File: src/rtl/ldm_stm_pkg.sv
// ldm_stm_pkg: shared definitions for the LDM/STM block-transfer sequencer.
//   state_t     - sequencer FSM encoding (IDLE, XFER, WB, DONE)
//   NUM_REGS    - size of the architectural register list (16)
//   WORD_STEP   - byte distance between consecutive transfer words (4)
//   popcount16  - number of set bits in a 16-bit register list
package ldm_stm_pkg;

   localparam int NUM_REGS  = 16;
   localparam int WORD_STEP = 4;

   typedef enum logic [1:0] {
      IDLE = 2'd0,
      XFER = 2'd1,
      WB   = 2'd2,
      DONE = 2'd3
   } state_t;

   function automatic logic [4:0] popcount16(input logic [NUM_REGS-1:0] m);
      logic [4:0] c;
      c = '0;
      for (int i = 0; i < NUM_REGS; i++) c = c + {4'd0, m[i]};
      return c;
   endfunction

endpackage

File: src/rtl/lowest_set_bit.sv
// lowest_set_bit: priority picker returning the lowest-numbered set bit.
//   mask  in  16 - pending register list
//   index out 4  - index of the lowest set bit (0 when mask is empty)
//   valid out 1  - mask has at least one bit set
module lowest_set_bit
   import ldm_stm_pkg::*;
(
   input  logic [NUM_REGS-1:0] mask,
   output logic [3:0]          index,
   output logic                valid
);

   always_comb begin
      index = 4'd0;
      valid = |mask;
      // Scan downwards so the lowest set bit is the last one written.
      for (int i = NUM_REGS - 1; i >= 0; i--) begin
         if (mask[i]) index = 4'(i);
      end
   end

endmodule

File: src/rtl/ldm_stm_sequencer.sv
// ldm_stm_sequencer: sequences ARM-style LDM/STM block transfers.
//   clk, reset                 - clock, synchronous active-high reset
//   start + command inputs     - reg_list, load, up, pre, writeback,
//                                base_reg, base_data; latched on start in IDLE
//   mem_req/mem_we/mem_addr/mem_wdata, mem_ready/mem_rdata - memory port,
//                                one word per mem_ready cycle
//   rd_select/rd_data          - register bank read port (store data)
//   wr_select/wr_en/wr_data    - register bank write port (loads, writeback)
//   busy, done                 - activity flag and one-cycle completion pulse
module ldm_stm_sequencer
   import ldm_stm_pkg::*;
#(
   parameter int DATA_W = 32
) (
   input  logic              clk,
   input  logic              reset,
   input  logic              start,
   input  logic [15:0]       reg_list,
   input  logic              load,
   input  logic              up,
   input  logic              pre,
   input  logic              writeback,
   input  logic [3:0]        base_reg,
   input  logic [DATA_W-1:0] base_data,
   output logic              mem_req,
   output logic              mem_we,
   output logic [DATA_W-1:0] mem_addr,
   output logic [DATA_W-1:0] mem_wdata,
   input  logic              mem_ready,
   input  logic [DATA_W-1:0] mem_rdata,
   output logic [3:0]        rd_select,
   input  logic [DATA_W-1:0] rd_data,
   output logic [3:0]        wr_select,
   output logic              wr_en,
   output logic [DATA_W-1:0] wr_data,
   output logic              busy,
   output logic              done
);

   localparam logic [DATA_W-1:0] STEP = DATA_W'(WORD_STEP);

   state_t              state, nxt;
   logic [15:0]         lst;        // registers still to transfer
   logic [DATA_W-1:0]   cur_addr;
   logic [3:0]          base_idx;
   logic                is_load;
   logic                do_wb;
   logic [DATA_W-1:0]   wb_val;

   // Command-time address arithmetic, evaluated on the incoming command.
   logic [4:0]          n;
   logic [DATA_W-1:0]   four_n;
   logic [DATA_W-1:0]   start_addr;

   assign n      = popcount16(reg_list);
   assign four_n = DATA_W'(n) << 2;

   always_comb begin
      case ({up, pre})
         2'b10:   start_addr = base_data;
         2'b11:   start_addr = base_data + STEP;
         2'b00:   start_addr = base_data - four_n + STEP;
         default: start_addr = base_data - four_n;
      endcase
   end

   logic [3:0]  cur;
   logic        cur_vld;
   logic [15:0] rest;
   logic        xfer_go;

   lowest_set_bit u_lsb (
      .mask  (lst),
      .index (cur),
      .valid (cur_vld)
   );

   assign rest    = lst & ~(16'h0001 << cur);
   assign xfer_go = (state == XFER) && cur_vld && mem_ready;

   always_ff @(posedge clk) begin
      if (reset) begin
         state    <= IDLE;
         lst      <= '0;
         cur_addr <= '0;
         base_idx <= '0;
         is_load  <= 1'b0;
         do_wb    <= 1'b0;
         wb_val   <= '0;
      end else begin
         state <= nxt;
         if (state == IDLE && start) begin
            lst      <= reg_list;
            cur_addr <= start_addr;
            base_idx <= base_reg;
            is_load  <= load;
            // A load that includes the base keeps the loaded value.
            do_wb    <= writeback && !(load && reg_list[base_reg]);
            wb_val   <= up ? base_data + four_n : base_data - four_n;
         end else if (xfer_go) begin
            lst      <= rest;
            cur_addr <= cur_addr + STEP;
         end
      end
   end

   always_comb begin
      nxt       = state;
      mem_req   = 1'b0;
      mem_we    = 1'b0;
      mem_addr  = '0;
      mem_wdata = '0;
      rd_select = 4'd0;
      wr_select = 4'd0;
      wr_en     = 1'b0;
      wr_data   = '0;
      busy      = 1'b0;
      done      = 1'b0;

      case (state)
         IDLE: begin
            if (start) nxt = (reg_list == 16'h0000) ? DONE : XFER;
         end
         XFER: begin
            busy     = 1'b1;
            mem_req  = 1'b1;
            mem_addr = cur_addr;
            mem_we   = !is_load;
            if (!is_load) begin
               rd_select = cur;
               mem_wdata = rd_data;
            end else if (mem_ready) begin
               wr_en     = 1'b1;
               wr_select = cur;
               wr_data   = mem_rdata;
            end
            if (xfer_go && rest == 16'h0000) nxt = do_wb ? WB : DONE;
         end
         WB: begin
            busy      = 1'b1;
            wr_en     = 1'b1;
            wr_select = base_idx;
            wr_data   = wb_val;
            nxt       = DONE;
         end
         DONE: begin
            busy = 1'b1;
            done = 1'b1;
            nxt  = IDLE;
         end
         default: nxt = IDLE;
      endcase

      // Outputs are quiet for the whole reset cycle, not just after it.
      if (reset) begin
         mem_req   = 1'b0;
         mem_we    = 1'b0;
         mem_addr  = '0;
         mem_wdata = '0;
         rd_select = 4'd0;
         wr_select = 4'd0;
         wr_en     = 1'b0;
         wr_data   = '0;
         busy      = 1'b0;
         done      = 1'b0;
      end
   end

endmodule

File: config.mk
export PLATFORM = sky130hd
export DESIGN_NAME = ldm_stm_sequencer
export DESIGN_NICKNAME = d
export VERILOG_FILES = /design/src/rtl/ldm_stm_pkg.sv /design/src/rtl/lowest_set_bit.sv /design/src/rtl/ldm_stm_sequencer.sv
export SDC_FILE = /design/constraint.sdc
export NUM_CORES = 1
export LEC_CHECK = 0
export CORE_MARGIN = 8
export CORE_UTILIZATION = 30
export CTS_BUF_LIST = sky130_fd_sc_hd__clkbuf_4 sky130_fd_sc_hd__clkbuf_8
export DETAILED_ROUTE_END_ITERATION = 16
export MAX_ROUTING_LAYER = met4
export PLACE_DENSITY = 0.61
export RECOVER_POWER = 25
export SYNTH_ARGS = -nofsm -noshare
export SYNTH_HDL_FRONTEND = slang
export SYNTH_SLANG_ARGS = --single-unit
export TNS_END_PERCENT = 30
File: constraint.sdc
create_clock -name clk -period 8.5 [get_ports clk]
set_clock_uncertainty 0.1 [all_clocks]
set_input_delay 2.55 -clock clk [delete_from_list [all_inputs] [get_ports clk]]
set_output_delay 2.55 -clock clk [all_outputs]
set_load 0.005 [all_outputs]
* Word-level counts from Yosys, hierarchy flattened *
Index checks and enable logic that the tools add are counted.
W data, S select, Z words.

storage, ports and cells
  output and inout bits = 109
  input bits = 124
  bits in registers = 88
  logic and storage cells = 111

operators by class
  shifts and indexed selects = 1
  muxes and demuxes = 57
  equal/unequal tests = 7
  bitwise operators = 2
  magnitude comparators = 1
  add/sub/neg operators = 20
  reduce and logical (&&, ||, !) cells = 16

operators by type and width
  kind                     count
  $mux W32                 11
  $add A32 B3 Y32 const B  3
  $pmux W32 S3             1
  $mux W4                  22
  $pmux W32 S2             1
  $add A5 B1 Y5            11
  $add A32 B7 Y32          1
  $logic_not A16 Y1        2
  $mux W16                 2
  $sub A32 B7 Y32          1
  $and A16 B16 Y16         1
  $not A16 Y16             1
  $reduce_or A16 Y1        1
  $shl A1 B4 Y16 const A   1
  $mux W1                  13
  $eq A2 B2 Y1 const B     4
  $pmux W2 S4              1
  $pmux W4 S2              1
  $logic_and A1 B1 Y1      6
  $mux W2                  3
  $add A4 B1 Y5            1
  $lt A4 B5 Y1 const B     1
  $add A3 B1 Y4            1
  $bmux W1 S4              1
  other kinds (11)         13

* Longest topological paths before layout *
  depth in word-level cells = 23
  depth in mapped cells = 24
  gate-level depth less buffers = 24

* By module *
From an unflattened synthesis, not the netlist that was laid out.

second synthesis, totals
  cell total of the unflattened synthesis = 1361
  area total of the unflattened synthesis = 9611.7 um2

by module, submodules not included
  module             cells each  instances  sequential area each (um2)  area each (um2)
  ldm_stm_sequencer  1327        1          1761.7                      9435.3
  lowest_set_bit     34          1          0.0                         176.4

* Least setup slack after synthesis *
OpenSTA, ideal clock, no wires.

  path type = input to register
  start point = in reg_list[0]
  end point = reg cur_addr[20]
  arrival = 8.213 ns
  setup time = 0.103 ns
  path buffers = 0
  slack = 0.084 ns
  stages on the path = 19
  data required time = 8.297 ns
  cells stage by stage = inv_1 > fa_1 > fa_1 > fa_1 > fa_1 > inv_1 > ha_1 > fa_1 > fa_1 > or2_4 > a211o_1 > nor4_2 > a22o_2 > a21oi_4 > nor4_2 > mux2i_1 > xnor2_1 > nor3_2 > a2111oi_2

between the ends
  word-level cells in the longest chain between the ends = 19

RTL lines
  element                          RTL line                                          source
  from (decl)                      ldm_stm_sequencer.sv:18                           input logic [15:0] reg_list,
  $add A1 B1 Y2 (*)                ldm_stm_pkg.sv:21                                 for (int i = 0; i < NUM_REGS; i++) c = c + {4'd0, m[i]};
  $add A2 B1 Y3 (*)                ldm_stm_pkg.sv:21
  $add A3 B1 Y4 (*)                ldm_stm_pkg.sv:21
  $add A4 B1 Y5 (*)                ldm_stm_pkg.sv:21
  $add A5 B1 Y5 (*) (11 in a row)  ldm_stm_pkg.sv:21
  $sub A32 B7 Y32 (*)              ldm_stm_sequencer.sv:62, ldm_stm_sequencer.sv:63
  $add A32 B3 Y32                  ldm_stm_sequencer.sv:62                           2'b00: start_addr = base_data - four_n + STEP;
  $pmux W32 S3 (*)                 ldm_stm_sequencer.sv:59                           case ({up, pre})
  $mux W32 (*)                     ldm_stm_sequencer.sv:92                           if (state == IDLE && start) begin
  to (signal assigned)             ldm_stm_sequencer.sv:94                           cur_addr <= start_addr;
  to (signal assigned)             ldm_stm_sequencer.sv:102                          cur_addr <= cur_addr + STEP;
  to (decl)                        ldm_stm_sequencer.sv:44                           logic [DATA_W-1:0] cur_addr;

Mark *: on every way between the ends. The rest lies on a longest branch, timed or not.
A chain may end at the register's enable or synchronous reset.

* Worst setup path in the final report *
  start point = in reg_list[1]
  end point = reg cur_addr[25]

The elaborated chain is that of the path after synthesis.

==> impl_metrics.ini <==
[global_routing]
grt_max_degree = 47
grtUsageTotal = 0.219
grt_pass1_vias = 10600
antenna_found_initial = 0
grt_overflow = 0
grt_pass1_wl_um = 61700

[status]
failed_checks = capacitance limit, slew limit
outcome = finished with violations

[clock_tree]
root_buffer = clkbuf_8
clkTransAtPathRegs_ns = 0.11
clock-sinks = 88
hold_buffers = 0
clk_latency_ns = 0.38
cts_made_buffers = 9
cts_tree = yes
htree_levels = 3
ctsLongestPathBuffers = 2

[yosys]
syn-mean-instance-area_sq_um = 7.13
ys_warn_count = 0
synth-async-reset-ratio = 0
synth_edf_count = 0
synth_seq_cells = 88
synth-main-ff-cell = dfxtp_1
seq_area_frac_synth = 0.191
yosysUniqueCellTypes = 82
syn-num-nets = 1456
netlist_area_sq_mm = 0.00922
synth_cells = 1293

[worst_setup_path]
r2r_cells = 8
cpMostUsedCell = fa_1
critical_path_peak_fanout = 7
setup.worst_path.end_class = flip-flop
crit_slowest_cell = fa_1
startpoint_type = input port
critPathTopFamily = adder cells
crit_type = input port to flip-flop
worstPathCellList = clkdlybuf4s15_1 -> inv_1 -> fa_1 -> fa_1 -> fa_2 -> fa_1 -> inv_2 -> ha_4 -> fa_2 -> xor2_2 -> inv_1 -> ha_1 -> nor2b_1 -> o21a_1 -> buf_4 -> nor4_1 -> buf_4 -> nand3_1 -> xor2_1 -> a21oi_4 -> nand3_2 -> xor2_1 -> a211oi_2 -> a211oi_1
worst-path-buf-inv = 6
r2r_slack_ns = 4.45
cp_data_required_time_ns = 8.71
regToRegStartpoint = state[0]
r2r_end = cur_addr[9]
arrival_ns = 8.52
max_stage_delay_ns = 0.56

[floorplanning]
initial_core_util = 0.303
die_x_um = 191
die-area_sq_mm = 0.0366
io_pins = 233
fp-row-count = 64
die_y_um = 191
core_sq_mm = 0.0304

[timing]
hold_viol_final = 0
drv_slew = 118
setup_violations = 0
setup_tns_ns = 0
holdWs_ns = 0.352
timing.final.crit_share = 0.978
period_needed_ns = 8.31
tightest_slew_ns = 2.28
clock.fmax_ghz = 0.120
maxSlewHeadroom = -0.522

[drt]
avgRoutedWirePerCell_um = 20.5
num_vias = 10900
drt_iter0_drc = 1183
vias_per_cell = 5.45
drc = 0
ant_nets = 0
wl_um = 41000
firstDrtPassIters = 6

[final_layout]
fill_cells = 3089
final_common_cell = clkdlybuf4s50_1
nets = 1757
final_cell_mix = 212 x clkdlybuf4s50_1, 152 x nand2_1, 147 x buf_4
area_delta_synth_final_pct = 44.3
final_layout_size_suffix_gt1_frac = 0.163
antenna_cells = 0

[pwr]
p_leak_nw = 4.87
power_density_mw_per_mm2 = 228
ir_drop_v = 0.000177

[min_path]
hold_class = flip-flop to flip-flop
hold_depth = 2
holdPathEnd = cur_addr[0]
hold_start = cur_addr[0]

[place]
dpl.hpwl_um = 32000
gp_congestion = 0.952
place.port_buffers = 232

[flow_run]
max_cap_viol_count = 3
[flip-flops by register name, indices dropped and copies added (netlist names)]
name	count
lst	16
is_load	1
cur_addr	32
base_idx	4
state	2
wb_val	32
do_wb	1
[where the power goes]
| part | total, mW | internal, mW | switching, mW |
|---|---|---|---|
| clock network | 0.291 | 0.119 | 0.172 |
| logic | 2.12 | 0.958 | 1.16 |
| registers | 0.622 | 0.508 | 0.114 |
| total | 3.03 | 1.59 | 1.45 |
[how the worst max path moves through the flow]
stage	depth (start not counted)	end	slack, ns	startpoint
floorplan	19	cur_addr[20]	0.08	reg_list[0]
finish	24	cur_addr[25]	0.19	reg_list[1]
CTS	24	cur_addr[20]	0.002	reg_list[9]
global placement	22	cur_addr[20]	-0.87	reg_list[0]
global route	24	cur_addr[25]	-0.02	reg_list[1]
detailed placement	22	cur_addr[20]	-0.89	reg_list[0]
[area by class of cell]
| type | instances | area (sq um) | area share |
|---|---|---|---|
| clock buffer | 11 | 145 | 0.0109 |
| tap | 396 | 495 | 0.0372 |
| multi-input combinational | 1057 | 7190 | 0.540 |
| inverter | 53 | 199 | 0.0149 |
| sequential | 88 | 1760 | 0.132 |
| timing repair buffer | 385 | 3490 | 0.262 |
| clock inverter | 5 | 40.0 | 0.00301 |
[through the flow]
step	cells	instance area, sq um	worst slack [ns]	util	power (mW)
5_1_grt	1995	13300	-0.0187	0.438	3.23
6_report	1995	13300	0.189	0.438	3.03
2_1_floorplan	1293	9220	0.0836	-	1.68
4_1_cts	1986	13100	0.00196	0.431	2.92
3_3_place_gp	1964	12700	-0.873	0.417	2.45
3_5_place_dp	1964	12700	-0.893	0.417	2.47
[kinds of logic (layout without fill, tap and decap cells)]
logic type               after synthesis  after routing  share of synthesized area
buffers and inverters                148            454                     0.0638
AO/OA/AOI/OAI                        353            353                      0.259
multiplexers                          13             13                     0.0210
flip-flops                            88             88                      0.191
adder cells (fa/ha/maj)               39             39                     0.0627
XOR/XNOR                             105            105                     0.0997
AND/OR/NAND/NOR                      547            547                      0.302
[per-layer routing]
layer | up-vias | track usage | share of wire
li1 | 5230 | - | -
met1 | 5108 | 0.275 | 0.43
met2 | 490 | 0.361 | 0.47
met3 | 51 | 0.0325 | 0.078
met4 | 0 | 0.0601 | 0.024
met5 | - | - | 0
[worst min-delay path, delay by kind of cell (launching register included)]
kind               cells  cell delay [ns]
and+or+nand+nor        1             0.05
DFF                    1             0.31
AOI/OAI and AO/OA      1             0.05
[synth_stat cells (all sizes together), types with 12 or more instances]
cell / number / area share
a211oi: 34 / 0.029
a21oi: 104 / 0.059
a22oi: 39 / 0.032
a31oi: 15 / 0.010
and2: 69 / 0.047
and3: 23 / 0.016
buf: 32 / 0.016
clkbuf: 63 / 0.026
dfxtp: 88 / 0.19
fa: 12 / 0.026
ha: 27 / 0.037
inv: 51 / 0.021
nand2: 154 / 0.063
nand2b: 12 / 0.0081
nand3: 43 / 0.024
nand4: 19 / 0.013
nor2: 111 / 0.046
nor3: 37 / 0.021
nor4: 29 / 0.025
o211ai: 26 / 0.021
o21ai: 53 / 0.029
or3: 12 / 0.0087
xnor2: 63 / 0.060
xor2: 42 / 0.040
[repair_timing]
item,in CTS,in global routing
setup endpoints to repair,24,29
pin swaps,24,31
setup buffers,7,9
resized for setup,39,39
Power figures use the tool's default switching activity.
